<file path="src/rtl/bridge_mailbox.sv">
// rtl/bridge_mailbox.sv - bridge-addressed H2C/C2H word mailbox with status, sticky errors and flush
// Window: 0 DATA, 1 STATUS (bits 31/30 W1C), 2 CONTROL (flush), 3 reserved.
module bridge_mailbox #(
    parameter int DEPTH = 16
) (
    input  logic        clk_i,
    input  logic        reset_i,
    input  logic [31:0] bridge_addr_i,
    input  logic        bridge_wr_i,
    input  logic [31:0] bridge_wr_data_i,
    input  logic        bridge_rd_i,
    output logic [31:0] bridge_rd_data_o,
    output logic [31:0] h2c_data_o,
    output logic        h2c_valid_o,
    input  logic        h2c_ready_i,
    input  logic [31:0] c2h_data_i,
    input  logic        c2h_valid_i,
    output logic        c2h_ready_o
);
    localparam int AW = (DEPTH > 1) ? $clog2(DEPTH) : 1;
    localparam int CW = AW + 1;
    localparam logic [CW-1:0] FULL = CW'(DEPTH);

    logic [1:0] sel;
    logic       wr_data, wr_stat, wr_ctrl, rd_data_sel;
    logic       unused_addr;

    assign sel         = bridge_addr_i[3:2];
    assign wr_data     = bridge_wr_i && (sel == 2'd0);
    assign wr_stat     = bridge_wr_i && (sel == 2'd1);
    assign wr_ctrl     = bridge_wr_i && (sel == 2'd2);
    assign rd_data_sel = bridge_rd_i && !bridge_wr_i && (sel == 2'd0);
    assign unused_addr = ^{bridge_addr_i[31:4], bridge_addr_i[1:0]};

    logic [31:0]   h2c_mem [DEPTH];
    logic [AW-1:0] h2c_wr_q, h2c_wr_d, h2c_rd_q, h2c_rd_d;
    logic [CW-1:0] h2c_cnt_q, h2c_cnt_d;
    logic          h2c_full, h2c_push, h2c_pop, h2c_flush;

    logic [31:0]   c2h_mem [DEPTH];
    logic [AW-1:0] c2h_wr_q, c2h_wr_d, c2h_rd_q, c2h_rd_d;
    logic [CW-1:0] c2h_cnt_q, c2h_cnt_d;
    logic          c2h_full, c2h_empty, c2h_push, c2h_pop, c2h_flush;

    logic          ovf_q, ovf_d, unf_q, unf_d;
    logic [31:0]   rd_data_q, rd_data_d;
    logic [31:0]   status;

    // Fullness is judged on the pre-cycle count, so a same-cycle pop never makes room.
    assign h2c_full    = (h2c_cnt_q == FULL);
    assign h2c_valid_o = (h2c_cnt_q != '0);
    assign h2c_data_o  = h2c_valid_o ? h2c_mem[h2c_rd_q] : 32'd0;
    assign h2c_push    = wr_data && !h2c_full;
    assign h2c_pop     = h2c_valid_o && h2c_ready_i;
    assign h2c_flush   = wr_ctrl && bridge_wr_data_i[0];

    assign c2h_full    = (c2h_cnt_q == FULL);
    assign c2h_empty   = (c2h_cnt_q == '0);
    assign c2h_ready_o = !reset_i && !c2h_full;
    assign c2h_push    = c2h_valid_i && c2h_ready_o;
    assign c2h_pop     = rd_data_sel && !c2h_empty;
    assign c2h_flush   = wr_ctrl && bridge_wr_data_i[1];

    assign status = {ovf_q, unf_q, 5'd0, 9'(c2h_cnt_q), 7'd0, 9'(h2c_cnt_q)};

    always_comb begin
        h2c_wr_d  = h2c_wr_q;
        h2c_rd_d  = h2c_rd_q;
        h2c_cnt_d = h2c_cnt_q;
        if (h2c_flush) begin
            h2c_wr_d  = '0;
            h2c_rd_d  = '0;
            h2c_cnt_d = '0;
        end else begin
            if (h2c_push) h2c_wr_d = h2c_wr_q + AW'(1);
            if (h2c_pop)  h2c_rd_d = h2c_rd_q + AW'(1);
            h2c_cnt_d = h2c_cnt_q + CW'(h2c_push) - CW'(h2c_pop);
        end
    end

    always_comb begin
        c2h_wr_d  = c2h_wr_q;
        c2h_rd_d  = c2h_rd_q;
        c2h_cnt_d = c2h_cnt_q;
        if (c2h_flush) begin
            c2h_wr_d  = '0;
            c2h_rd_d  = '0;
            c2h_cnt_d = '0;
        end else begin
            if (c2h_push) c2h_wr_d = c2h_wr_q + AW'(1);
            if (c2h_pop)  c2h_rd_d = c2h_rd_q + AW'(1);
            c2h_cnt_d = c2h_cnt_q + CW'(c2h_push) - CW'(c2h_pop);
        end
    end

    always_comb begin
        rd_data_d = rd_data_q;
        if (bridge_rd_i) begin
            if (bridge_wr_i) begin
                rd_data_d = 32'd0;
            end else begin
                case (sel)
                    2'd0:    rd_data_d = c2h_empty ? 32'hFFFF_FFFF : c2h_mem[c2h_rd_q];
                    2'd1:    rd_data_d = status;
                    default: rd_data_d = 32'd0;
                endcase
            end
        end
        ovf_d = (ovf_q && !(wr_stat && bridge_wr_data_i[31])) || (wr_data && h2c_full);
        unf_d = (unf_q && !(wr_stat && bridge_wr_data_i[30])) || (rd_data_sel && c2h_empty);
    end

    always_ff @(posedge clk_i or posedge reset_i) begin
        if (reset_i) begin
            h2c_wr_q  <= '0;
            h2c_rd_q  <= '0;
            h2c_cnt_q <= '0;
            c2h_wr_q  <= '0;
            c2h_rd_q  <= '0;
            c2h_cnt_q <= '0;
            ovf_q     <= 1'b0;
            unf_q     <= 1'b0;
            rd_data_q <= 32'd0;
        end else begin
            h2c_wr_q  <= h2c_wr_d;
            h2c_rd_q  <= h2c_rd_d;
            h2c_cnt_q <= h2c_cnt_d;
            c2h_wr_q  <= c2h_wr_d;
            c2h_rd_q  <= c2h_rd_d;
            c2h_cnt_q <= c2h_cnt_d;
            ovf_q     <= ovf_d;
            unf_q     <= unf_d;
            rd_data_q <= rd_data_d;
        end
    end

    // Storage is not reset; counts gate every observable use of it.
    always_ff @(posedge clk_i) begin
        if (h2c_push) h2c_mem[h2c_wr_q] <= bridge_wr_data_i;
        if (c2h_push) c2h_mem[c2h_wr_q] <= c2h_data_i;
    end

    assign bridge_rd_data_o = rd_data_q;
endmodule

</file>
<file path="config.mk">
export PLATFORM = sky130hd
export DESIGN_NAME = bridge_mailbox
export DESIGN_NICKNAME = d
export VERILOG_FILES = /design/src/rtl/bridge_mailbox.sv
export SDC_FILE = /design/constraint.sdc
export NUM_CORES = 1
export LEC_CHECK = 0
export BUFFER_PORTS_ARGS = -buffer_cell sky130_fd_sc_hd__buf_2
export CAP_MARGIN = 25
export CORE_MARGIN = 5
export CORE_UTILIZATION = 50
export DETAILED_ROUTE_END_ITERATION = 7
export PLACE_DENSITY = 0.64
export SLEW_MARGIN = 25
export SYNTH_ARGS = -nofsm -noshare
export SYNTH_HDL_FRONTEND = slang
export SYNTH_SLANG_ARGS = --single-unit
</file>
<file path="constraint.sdc">
create_clock -name clk_i -period 7.5 [get_ports clk_i]
set_input_delay 0.375 -clock clk_i [delete_from_list [all_inputs] [get_ports clk_i]]
set_output_delay 0.375 -clock clk_i [all_outputs]
set_load 0.02 [all_outputs]
</file>
======== After elaboration in Yosys (flattened, before gate mapping) ========
Memories as Yosys holds them, arrays and structs flattened.
Index checks and enable logic that the tools add are counted.
cells by class
  $add $sub $neg .......................... 8
  eq/ne operators ......................... 4
  muxes and demuxes ....................... 18
  reduce and logical (&&, ||, !) cells .... 34
operator list
  operator                                        number
  two-way mux 32 bit                              3
  one-hot mux 32 bit (2 select lines)             1
  two-way mux 4 bit                               8
  logical AND 1 bit                               18
  adder 4 x 1 -> 4 bit (second input constant)    4
  adder 5 x 1 -> 5 bit                            2
  == test 5 bit (second input constant)           2
  two-way mux 5 bit                               2
  subtractor 5 x 1 -> 5 bit                       2
  nonzero test 2 bit                              4
  logical NOT 1 bit                               7
  logical NOT 5 bit                               1
  nonzero test 5 bit                              1
  two-way mux 1 bit                               4
  == test 2 x 1 -> 1 bit (second input constant)  1
  == test 2 bit (second input constant)           1
  logical NOT 2 bit                               1
  logical OR 1 bit                                2
storage, ports and cells
  register bits after elaboration ......... 60
  RAM bits ................................ 1,024
  input bits .............................. 102
  output and inout bits ................... 66
  logic and storage cells ................. 75
  memories ................................ 2
memories
  memory   words  bits a word  read ports  clocked after Yosys merged registers in  write ports  line  text
  c2h_mem  16     32           1           0                                        1            40    logic [31:0] c2h_mem [DEPTH];
  h2c_mem  16     32           1           0                                        1            35    logic [31:0] h2c_mem [DEPTH];

======== Depth between registers and ports, before layout ========
  depth in word-level cells ............... 7
  mapped depth ............................ 15
  depth with buffers taken out ............ 14

======== Worst setup path before layout ========
OpenSTA, ideal clock, no wires.
  path kind ............................... reg-to-reg
  start ................................... register c2h_cnt_q[2]
  end ..................................... memory c2h_mem[3][0], enable pin
  library setup time ...................... 461 ps
  data arrival time ....................... 3,528 ps
  data required time ...................... 7,039 ps
  path slack .............................. 3,511 ps
  cell stages (with the launch flop) ...... 6
  buffers on the path ..................... 0
  clock period less this slack ............ 3,989 ps
  cells stage by stage .................... dfrtp_1 > inv_1 > ha_1 > a311oi_2 > nand2_1 > nor3_1
between the ends
  longest elaborated chain between the ends .. 6
RTL lines
  what                                     line  text
  start, declared                          42    logic [CW-1:0] c2h_cnt_q, c2h_cnt_d;
  start signal, assigned                   130   c2h_cnt_q <= c2h_cnt_d;
  == test 5 bit                            57    assign c2h_full = (c2h_cnt_q == FULL);
  logical NOT 1 bit                        59    assign c2h_ready_o = !reset_i && !c2h_full;
  logical AND 1 bit                        59
  logical AND 1 bit                        60    assign c2h_push = c2h_valid_i && c2h_ready_o;
  two-way mux 1 bit                        140   if (c2h_push) c2h_mem[c2h_wr_q] <= c2h_data_i;
  two-way mux 1 bit (not written as such)  140
  end, declared                            40
Every way passes these cells.

======== Final worst setup path ========
  start ................................... register h2c_rd_q[1]
  end ..................................... output h2c_data_o[4]
between the ends
  longest elaborated chain between the ends .. 2
RTL lines
  what                       line  text
  start, declared            36    logic [AW-1:0] h2c_wr_q, h2c_wr_d, h2c_rd_q, h2c_rd_d;
  start signal, assigned     126   h2c_rd_q <= h2c_rd_d;
  memory read (16 x 32 bit)  -
  two-way mux 32 bit         52    assign h2c_data_o = h2c_valid_o ? h2c_mem[h2c_rd_q] : 32'd0;
  end, declared              13    output logic [31:0] h2c_data_o,
Every way passes these cells.

==> out/qor.yml <==
clk_pin_slew_ns: 0.06
maxCapViolCount: 0
rsz0062_at_grt: "no"
layout-drive-gt1-share_pct: 32.42
dpl_cell_area_sq_mm: 0.04401
slew_headroom_pct: 32.20
setup_viol: 0
die_h_microns: 299.6
cts_sinks: 1084
grt_use_total_pct: 19.92
crit_chain: "buf_4, mux4_2, mux4_2, and2_1, buf_2"
cts_max_level: 3
endpoint_kind: "output port"
rows: 106
critical_path.slowest_cell: "dfrtp_4"
drv_slew: 0
async_reset_ff_share_pct: 5.535
ys_warn_count: 0
cts_resized: 0
drc: 0
ios: 168
syn_area_per_cell_sq_um: 22.35
numCtsBuffers: 108
drtIter0Drc: 1880
worstReg2RegStart: "h2c_cnt_q[2]$_DFF_PP0_"
syn_inst: 1876
clk_latency_ns: 0.67
dieArea_sq_mm: 0.08973
synthesis.nets: 2002
hold_buffers: 0
fin_area_sq_mm: 0.04752
r2r_slack_ns: 4.18
final_util_pct: 56.96
fin_worst_skew_ns: 0.01835
crit_type: "flop to output port"
grt_max_degree: 111
p_per_area_mw_per_mm2: 345.3
synth-seq-cells: 1084
synth-edff-count: 1024
n_fill_cell: 6095
yosysUniqueCellTypes: 45
place_congestion: 0.7329
hold_class: "input pin to flop"
fmax_ghz: 0.2281
clk_path_buf_depth: 3
dp_hpwl_mm: 46.43
synth-main-ff-cell: "edfxtp_1"
final_common_cell: "edfxtp_1"
die_x_microns: 299.6
core_region_area_sq_mm: 0.08342
grt_pass1_wl_mm: 132.2
hold_viol: 0
ir_drop_mv: 0.2474
finalSetupTns_ns: 0
fin_nets: 2200
required_ns: 7.12
gr-total-overflow: 0
syn_area_sq_mm: 0.04192
r2r-end: "h2c_cnt_q[4]$_DFF_PP0_"
drt-pass1-iter-count: 5
antenna_left: 0
whs_endpoint: "ovf_q$_DFF_PP0_"
routed_wl_mm: 89.22
cp_common_cell: "mux4_2"
reg2regPathDepth: 13
tightest_slew_ns: 1.017
post_cts_buffers: 0
port-buffer-count: 137
hold_depth: 2
cpPeakStageDelay_ns: 1.07
via_per_inst: 5.971
power.leakage_nw: 15.35
grt_pass1_vias: 20439
crit_arrival_ns: 4.01
mostFrequentLayoutCells: "edfxtp_1, mux4_2, buf_2"
cts-root-buf: "clkbuf_16"
area_growth_pct: 13.35
dr_total_vias: 19394
cp_max_fo: 67
start_util_pct: 50.25
hold_path.startpoint: "bridge_addr_i[2]"
outcome: "finished, final reports clean"
cts_tree: "built"
finalCriticalPeriod_ns: 4.385
hold_ws_ns: 0.04557
wl_per_cell_microns: 27.47
worstSetupStartpointType: "flop"
synth.yosys.seq_area_share_pct: 76.93
fin_crit_sh_pct: 58.46
antenna_found_initial: 12
-- worst max path at each step --
stage	from	endpoint	slack (ns)	cells after the start
5_1_grt	h2c_rd_q[1]$_DFFE_PP0P_	h2c_data_o[4]	2.95	5
6_report	h2c_rd_q[1]$_DFFE_PP0P_	h2c_data_o[4]	3.12	5
3_5_place_dp	h2c_rd_q[1]$_DFFE_PP0P_	h2c_data_o[4]	3.76	5
2_1_floorplan	c2h_cnt_q[2]$_DFF_PP0_	c2h_mem[3][0]$_DFFE_PP_	3.51	5
3_3_place_gp	h2c_rd_q[1]$_DFFE_PP0P_	h2c_data_o[4]	3.74	5
4_1_cts	h2c_rd_q[1]$_DFFE_PP0P_	h2c_data_o[4]	3.01	5
-- power by group --
part           internal [mW]  switching, mW
clock                   3.01           2.18
combinational           2.01           2.00
sequential              6.90          0.309
total                   11.9           4.48
-- critical path, delay by kind of cell (launching register included) --
family | cells | cell delay, ns
DFF | 1 | 1.07
and+or+nand+nor | 1 | 0.20
muxes | 2 | 0.93
buffers and inverters | 2 | 1.08
-- cell families (layout without fill, tap and decap cells) --
logic type | count (synthesis) | after routing | share of synthesized area (%)
AOI/OAI and AO/OA | 124 | 124 | 2.167
xor gates and xnor gates | 18 | 18 | 0.3761
adders and majority gates | 24 | 24 | 0.7521
buffers and inverters | 126 | 412 | 1.477
DFF | 1084 | 1084 | 76.93
muxes | 342 | 342 | 16.33
other | 0 | 6 | 0
and+or+nand+nor | 158 | 158 | 1.961
-- per-stage QoR --
step | instances | setup WS (ns) | power, mW
5_1_grt | 3244 | 2.946 | 17.14
3_3_place_gp | 3042 | 3.741 | 11.35
6_report | 3248 | 3.115 | 16.41
4_1_cts | 3240 | 3.014 | 16.59
3_5_place_dp | 3042 | 3.755 | 11.42
2_1_floorplan | 1876 | 3.511 | 10.33
-- per-layer routing --
metal | part of all wire, % | vias to the layer above | GRT usage [%] | wire (microns)
li1 | - | 8271 | - | -
met1 | 39 | 10425 | 25.67 | 34570
met2 | 54 | 560 | 35.84 | 47830
met3 | 5.3 | 132 | 3.049 | 4765
met4 | 2.3 | 6 | 5.101 | 2014
met5 | 0.046 | - | 0 | 41
-- state kept, by name, summed over array words and instances (netlist names) --
register / cells
c2h_mem: 512
h2c_mem: 512
bridge_rd_data_o: 32
c2h_cnt_q: 5
h2c_cnt_q: 5
c2h_rd_q: 4
c2h_wr_q: 4
h2c_rd_q: 4
h2c_wr_q: 4
ovf_q: 1
unf_q: 1
-- cell type report --
| type | instances | area (sq um) | share of cell area, % |
|---|---|---|---|
| antenna | 6 | 15.01 | 0.03160 |
| clock buffer | 148 | 2975 | 6.262 |
| clock inverter | 50 | 465.4 | 0.9795 |
| inverter | 23 | 86.33 | 0.1817 |
| multi-input combinational | 666 | 9213 | 19.39 |
| sequential | 1084 | 32270 | 67.91 |
| tap | 1080 | 1351 | 2.844 |
| timing repair buffer | 191 | 1142 | 2.404 |
-- Yosys cell counts (all sizes together), types with 22 or more instances --
library cell	instances	area share [%]
mux2i	36	0.86
a221oi	26	0.56
clkbuf	48	0.43
ha	22	0.66
edfxtp	1024	73
mux4	270	15
inv	22	0.20
mux2	36	0.97
dfrtp	60	3.6
nor2	57	0.51
o21ai	29	0.35
buf	55	0.84
and2	43	0.64
Power figures use the tool's default switching activity.
